### config.mk
export PLATFORM = sky130hd
export DESIGN_NAME = ipu_psum_accumulator
export DESIGN_NICKNAME = d
export VERILOG_FILES = /design/src/rtl/gemm_pkg.sv /design/src/rtl/result_fifo.sv /design/src/rtl/ipu_psum_accumulator.sv
export SDC_FILE = /design/constraint.sdc
export NUM_CORES = 1
export LEC_CHECK = 0
export ABC_AREA = 1
export BUFFER_PORTS_ARGS = -buffer_cell sky130_fd_sc_hd__clkbuf_2
export CAP_MARGIN = 20
export CORE_UTILIZATION = 50
export CTS_BUF_LIST = sky130_fd_sc_hd__clkbuf_8
export CTS_CLUSTER_SIZE = 14
export DETAILED_ROUTE_END_ITERATION = 16
export PLACE_DENSITY = 0.68
export SETUP_SLACK_MARGIN = 0.1
export SYNTH_ARGS = -nofsm -noshare
export SYNTH_HDL_FRONTEND = slang
export SYNTH_HIERARCHICAL = 1
export SYNTH_SLANG_ARGS = --single-unit
### constraint.sdc
create_clock -name clk -period 9.5 [get_ports clk]
set_input_delay 0.475 -clock clk [delete_from_list [all_inputs] [get_ports clk]]
set_output_delay 0.475 -clock clk [all_outputs]
set_load 0.1 [all_outputs]
### src/rtl/gemm_pkg.sv
// Shared GEMM datapath definitions.
// Holds the IPU in-flight tag type and the helper that gives the IPU pipeline depth
// for a given vector length.
package gemm_pkg;

    // Travels beside each operand pair through the IPU pipeline.
    // v: valid issue, f: first chunk of an element, l: last chunk of an element.
    typedef struct packed {
        logic v;
        logic f;
        logic l;
    } ipu_tag_t;

    // Enabled cycles from operand issue to valid IPU output:
    // one input flip-flop stage plus one stage per adder-tree level.
    function automatic int ipu_latency(input int vector_len);
        return 32'sd1 + $clog2(vector_len);
    endfunction

endpackage

### src/rtl/result_fifo.sv
// Result FIFO: first-word fall-through buffer with a registered occupancy count.
// Ports:
//   clk, rst   clock, synchronous active-high reset
//   push       write push_data (ignored when full)
//   push_data  entry to write
//   pop        drop the head entry (ignored when empty)
//   head_data  current head entry, valid whenever !empty
//   empty      count == 0
//   full       count == DEPTH
//   count      number of stored entries
module result_fifo #(
    parameter int DATA_WIDTH = 32,
    parameter int DEPTH      = 4
) (
    input  logic                       clk,
    input  logic                       rst,
    input  logic                       push,
    input  logic [DATA_WIDTH-1:0]      push_data,
    input  logic                       pop,
    output logic [DATA_WIDTH-1:0]      head_data,
    output logic                       empty,
    output logic                       full,
    output logic [$clog2(DEPTH):0]     count
);

    localparam int PTR_W = $clog2(DEPTH);
    localparam int CNT_W = PTR_W + 1;
    localparam logic [PTR_W-1:0] PTR_ONE = PTR_W'(1);
    localparam logic [CNT_W-1:0] CNT_ONE = CNT_W'(1);
    localparam logic [CNT_W-1:0] CNT_MAX = CNT_W'(DEPTH);

    logic [DATA_WIDTH-1:0] mem_r [DEPTH];
    logic [PTR_W-1:0]      wr_ptr_r;
    logic [PTR_W-1:0]      rd_ptr_r;
    logic [CNT_W-1:0]      count_r;
    logic                  push_ok_s;
    logic                  pop_ok_s;

    // Qualify requests against the registered occupancy.
    always_comb begin
        push_ok_s = push && (count_r != CNT_MAX);
        pop_ok_s  = pop && (count_r != {CNT_W{1'b0}});
    end

    // Storage array; data needs no reset because count gates visibility.
    always_ff @(posedge clk) begin
        if (push_ok_s) begin
            mem_r[wr_ptr_r] <= push_data;
        end else begin
            mem_r[wr_ptr_r] <= mem_r[wr_ptr_r];
        end
    end

    // Pointers (wrap naturally since DEPTH is a power of two) and occupancy count.
    always_ff @(posedge clk) begin
        if (rst) begin
            wr_ptr_r <= {PTR_W{1'b0}};
            rd_ptr_r <= {PTR_W{1'b0}};
            count_r  <= {CNT_W{1'b0}};
        end else begin
            if (push_ok_s) begin
                wr_ptr_r <= wr_ptr_r + PTR_ONE;
            end
            if (pop_ok_s) begin
                rd_ptr_r <= rd_ptr_r + PTR_ONE;
            end
            case ({push_ok_s, pop_ok_s})
                2'b10:   count_r <= count_r + CNT_ONE;
                2'b01:   count_r <= count_r - CNT_ONE;
                default: count_r <= count_r;
            endcase
        end
    end

    assign head_data = mem_r[rd_ptr_r];
    assign empty     = (count_r == {CNT_W{1'b0}});
    assign full      = (count_r == CNT_MAX);
    assign count     = count_r;

endmodule

### src/rtl/ipu_psum_accumulator.sv
// IPU partial-sum accumulator.
// Follows every operand-pair issue through the IPU with a tag shift register that
// moves in lockstep with the IPU enable, sums chunked partial dot products into one
// result per output element, and queues finished results in a small FIFO.
// Ports:
//   clk, rst                 clock, synchronous active-high reset
//   issue_valid/first/last   operand-pair issue and its chunk position
//   issue_ready              issue accepted when high (same as ipu_enable)
//   ipu_enable               advance enable for the IPU pipeline
//   ipu_data                 IPU result aligned with the tail tag
//   out_valid/ready/data     result stream (valid/ready)
//   proto_err                sticky first/last sequencing error
//   busy                     work in flight, accumulation open or results queued
module ipu_psum_accumulator
    import gemm_pkg::*;
#(
    parameter int DATA_WIDTH  = 32,
    parameter int VECTOR_LEN  = 32,
    parameter int IPU_LATENCY = ipu_latency(VECTOR_LEN),
    parameter int FIFO_DEPTH  = 4
) (
    input  logic                  clk,
    input  logic                  rst,
    input  logic                  issue_valid,
    input  logic                  issue_first,
    input  logic                  issue_last,
    output logic                  issue_ready,
    output logic                  ipu_enable,
    input  logic [DATA_WIDTH-1:0] ipu_data,
    output logic                  out_valid,
    input  logic                  out_ready,
    output logic [DATA_WIDTH-1:0] out_data,
    output logic                  proto_err,
    output logic                  busy
);

    localparam int CNT_W = $clog2(FIFO_DEPTH) + 1;

    ipu_tag_t              tag_r [IPU_LATENCY];
    ipu_tag_t              tail_s;
    logic [DATA_WIDTH-1:0] acc_r;
    logic                  acc_open_r;
    logic                  proto_err_r;
    logic [DATA_WIDTH-1:0] sum_s;
    logic                  enable_s;
    logic                  consume_s;
    logic                  push_s;
    logic                  pop_s;
    logic                  tags_busy_s;
    logic                  fifo_empty_s;
    logic                  fifo_full_s;
    logic [CNT_W-1:0]      fifo_count_s;
    logic [DATA_WIDTH-1:0] fifo_head_s;

    assign tail_s = tag_r[IPU_LATENCY-1];

    // Stall and datapath control. fifo_full_s ignores a same-cycle pop so that
    // out_ready never reaches ipu_enable combinationally; the price is one bubble.
    always_comb begin
        if (fifo_full_s && tail_s.v && tail_s.l) begin
            enable_s = 1'b0;
        end else begin
            enable_s = 1'b1;
        end
        consume_s = tail_s.v && enable_s;
        push_s    = consume_s && tail_s.l;
        pop_s     = out_ready && !fifo_empty_s;
        if (tail_s.f) begin
            sum_s = ipu_data;
        end else begin
            sum_s = acc_r + ipu_data;
        end
    end

    // Any valid tag still inside the IPU pipeline.
    always_comb begin
        tags_busy_s = 1'b0;
        for (int i = 0; i < IPU_LATENCY; i++) begin
            tags_busy_s = tags_busy_s | tag_r[i].v;
        end
    end

    // Tag shift register; holds whenever the IPU is stalled.
    always_ff @(posedge clk) begin
        if (rst) begin
            for (int i = 0; i < IPU_LATENCY; i++) begin
                tag_r[i] <= ipu_tag_t'(3'b000);
            end
        end else if (enable_s) begin
            tag_r[0] <= '{v: issue_valid, f: issue_first, l: issue_last};
            for (int i = 1; i < IPU_LATENCY; i++) begin
                tag_r[i] <= tag_r[i-1];
            end
        end else begin
            for (int i = 0; i < IPU_LATENCY; i++) begin
                tag_r[i] <= tag_r[i];
            end
        end
    end

    // Accumulator and sticky protocol check, updated only when the tail is consumed.
    // A first chunk while open, or a continuation while closed, is flagged but still
    // processed so the datapath never wedges.
    always_ff @(posedge clk) begin
        if (rst) begin
            acc_r       <= {DATA_WIDTH{1'b0}};
            acc_open_r  <= 1'b0;
            proto_err_r <= 1'b0;
        end else if (consume_s) begin
            acc_r      <= sum_s;
            acc_open_r <= !tail_s.l;
            if (tail_s.f == acc_open_r) begin
                proto_err_r <= 1'b1;
            end
        end else begin
            acc_r      <= acc_r;
            acc_open_r <= acc_open_r;
        end
    end

    result_fifo #(
        .DATA_WIDTH (DATA_WIDTH),
        .DEPTH      (FIFO_DEPTH)
    ) u_fifo (
        .clk       (clk),
        .rst       (rst),
        .push      (push_s),
        .push_data (sum_s),
        .pop       (pop_s),
        .head_data (fifo_head_s),
        .empty     (fifo_empty_s),
        .full      (fifo_full_s),
        .count     (fifo_count_s)
    );

    assign ipu_enable  = enable_s;
    assign issue_ready = enable_s;
    assign out_valid   = !fifo_empty_s;
    assign out_data    = fifo_head_s;
    assign proto_err   = proto_err_r;
    assign busy        = tags_busy_s || acc_open_r || (fifo_count_s != {CNT_W{1'b0}});

endmodule

==> summary.md <==
| Metric | Value |
|---|---|
| Final Slew Violations | `0` |
| CP required | `9.03 ns` |
| Clock Skew | `0.01542 ns` |
| First DRT Iteration DRCs | `525` |
| Synth unique cells | `37` |
| CP Launch Type | `flop` |
| Rows | `51` |
| Grt total ovfl | `0` |
| Synth top area cells | `edfxtp_1, nand2_1, dfxtp_1` |
| Vias per cell | `5.064` |
| Die width | `144.6 µm` |
| Root buffer cell | `clkbuf_8` |
| Placed Cells | `1547` |
| Initial antenna violation count | `0` |
| Synth warnings | `6` |
| Vias in the first global route | `7316` |
| Final Hold Vio Count | `0` |
| Initial Util | `51.56%` |
| Arrival time at the worst endpoint | `2.46 ns` |
| Layout cells sized above 1 | `11.64%` |
| Sequential area share after synthesis | `51.59%` |
| Reg2reg start | `u_fifo/count[1]` |
| Dpl hpwl | `16.13 mm` |
| Max VDD drop | `0.09269 mV` |
| Seq cells post-synth | `189` |
| Post-CTS setup buffer count | `0` |
| Die footprint | `20910 µm²` |
| Final Cycle Share | `30.93%` |
| Crit-path max FO | `33` |
| # H-tree levels | `4` |
| Leak pwr | `5.204 nW` |
| Max clock buf depth | `2` |
| Final std cells w/o fill | `1579` |
| Pre-antenna DRT Iters | `5` |
| Worst-margin pin slew | `0.8963 ns` |
| Clock latency on the worst-skew pair | `0.46 ns` |
| Pwr dens | `138.5 nW/µm²` |
| CP endpoint kind | `primary output` |
| Routed len/inst | `14.77 µm` |
| Max-cap violations | `0` |
| Reg-to-Reg End | `u_fifo/count[2]` |
| Fin Setup TNS | `0 ns` |
| Post-Syn Nets | `1312` |
| WS Path Type | `reg -> out` |
| Final setup viols | `0` |
| CTS hold repair buffers | `0` |
| PortBufs | `74` |
| Dpl ws | `6.791 ns` |
| Ant diodes | `0` |
| ANT nets after route | `0` |
| Clock sinks | `189` |
| Unrepaired setup endpoints after global routing | `false` |
| Hold WC Path Type | `in -> reg` |
| CTS tree | `yes` |
| Total CTS buffers | `17` |
| Mean post-synth cell area | `8.225 µm²` |
| Yosys top cell by area | `edfxtp_1` |
| Most frequent cells in the layout | `nand2_1, inv_1, nor2_1, edfxtp_1, clkbuf_2` |
| Die height | `144.6 µm` |
| Commonest non-fill, non-tap cell in the layout | `nand2_1` |
| Final nets | `1377` |
| R2r setup slk | `6.77 ns` |
| Clock-pin slew on the worst setup and hold paths | `0.10 ns` |
| Cell count after synthesis | `1236` |
| Routed vias | `7996` |
| Hold Crit Endpoint | `tag_r[0][0]` |
| Slew HR | `39.62%` |
| First-pass GRT wire length | `36.63 mm` |
| Final min period | `2.939 ns` |
| Worst reg2reg path depth | `19` |
| Number of instances resized during post-cts repair | `0` |
| Remaining DRCs | `0` |
| Status | `finished clean` |
| Hold Path Origin | `issue_last` |
| GR Util All Layers | `23.37%` |
| Io pins | `75` |
| Fmax | `0.3403 GHz` |
| Synth-to-Final Area Change | `9.526%` |
| Mapped Area | `10170 µm²` |
| GP Congestion | `0.9187` |
| Pin count of the biggest net entering global routing | `66` |
| Yosys top cell area share | `43.13%` |
| Core area | `19720 µm²` |
| Min-Delay Path Depth | `3` |
| Final WS setup | `6.561 ns` |
| DRT Wirelength | `23.32 mm` |
where the power goes:
group	switching [mW]	leakage, nW	internal, mW	total, mW
Clock	0.311	0.212	0.244	0.555
Combinational	0.0663	3.28	0.0265	0.0928
Sequential	0.00131	1.71	0.893	0.894
Total	0.379	5.20	1.16	1.54
per-layer routing:
metal	up-vias	track usage (%)	wire length, µm	part of all wire, %
met2	187	37.45	10640	46
met1	3682	33.15	11220	48
li1	4107	-	-	-
met3	20	3.212	1127	4.8
met4	0	6.316	333	1.4
met5	-	0	0	0
registers in the layout (all words and copies together) (netlist names), named ones only:
name / cells
acc_open_r: 1
acc_r: 32
proto_err: 1
tag_r: 18
u_fifo/count: 3
u_fifo/mem_r: 128
u_fifo/rd_ptr_r: 2
u_fifo/wr_ptr_r: 2
cell type report:
| class | count | area (µm²) |
|---|---|---|
| clock buffers | 17 | 234.0 |
| clock inverters | 15 | 183.9 |
| fillers | 1820 | 8583 |
| inverters | 193 | 732.0 |
| multi-input cells | 816 | 3961 |
| flip-flops and latches | 189 | 5246 |
| well taps | 265 | 331.6 |
| repair buffers | 84 | 445.4 |
cells in the mapped netlist (all sizes together):
cell	count
ha	36
inv	193
nor4	2
nor3	2
nand3	69
edfxtp	146
nand2	326
xnor2	4
o22ai	32
nand4	4
clkbuf	8
xor2	7
a21oi	33
fa	2
and2	3
o21bai	5
or2	2
o21ai	89
o211ai	2
dfxtp	43
buf	30
a21o	1
nor2	197
worst max-delay path by stage:
stage	from	endpoint	slack, ns	cells past startpoint
after global placement	u_fifo/count[1]	u_fifo/count[2]	6.88	19
after CTS	flop	out_data[24]	6.52	5
after global routing	flop	out_data[28]	6.42	5
after floorplan	u_fifo/count[1]	u_fifo/mem_r[0][0]	6.32	11
after detailed placement	u_fifo/count[1]	u_fifo/count[2]	6.79	19
final	flop	out_data[24]	6.56	5
stage by stage:
stage | utilization [%] | instance area [µm²] | power (mW) | hold slack, ns
CTS | 56.47 | 11130 | 1.550 | 0.2596
finish | 56.47 | 11130 | 1.542 | 0.2799
detailed placement | 54.35 | 10720 | 1.005 | 0.4702
floorplan | - | 10170 | 0.9710 | 0.4435
global placement | 54.35 | 10720 | 1.003 | 0.4598
global route | 56.47 | 11130 | 1.596 | 0.2631
cells by family after synthesis:
kind of cell / count (synthesis) / share of synthesized area (%)
fa+ha+maj: 38 / 4.825
flops: 189 / 51.59
simple gates: 605 / 24.30
xor+xnor: 11 / 0.9477
buf+inv: 231 / 9.612
compound gates: 162 / 8.726
critical path, cell delays in order, from the launching register on:
cell	delay, ns
dfxtp_1	0.31
buf_4	0.23
inv_2	0.49
o21ai_1	0.15
o22ai_1	0.27
clkbuf_2	0.52
(Power assumes the default switching activity.)
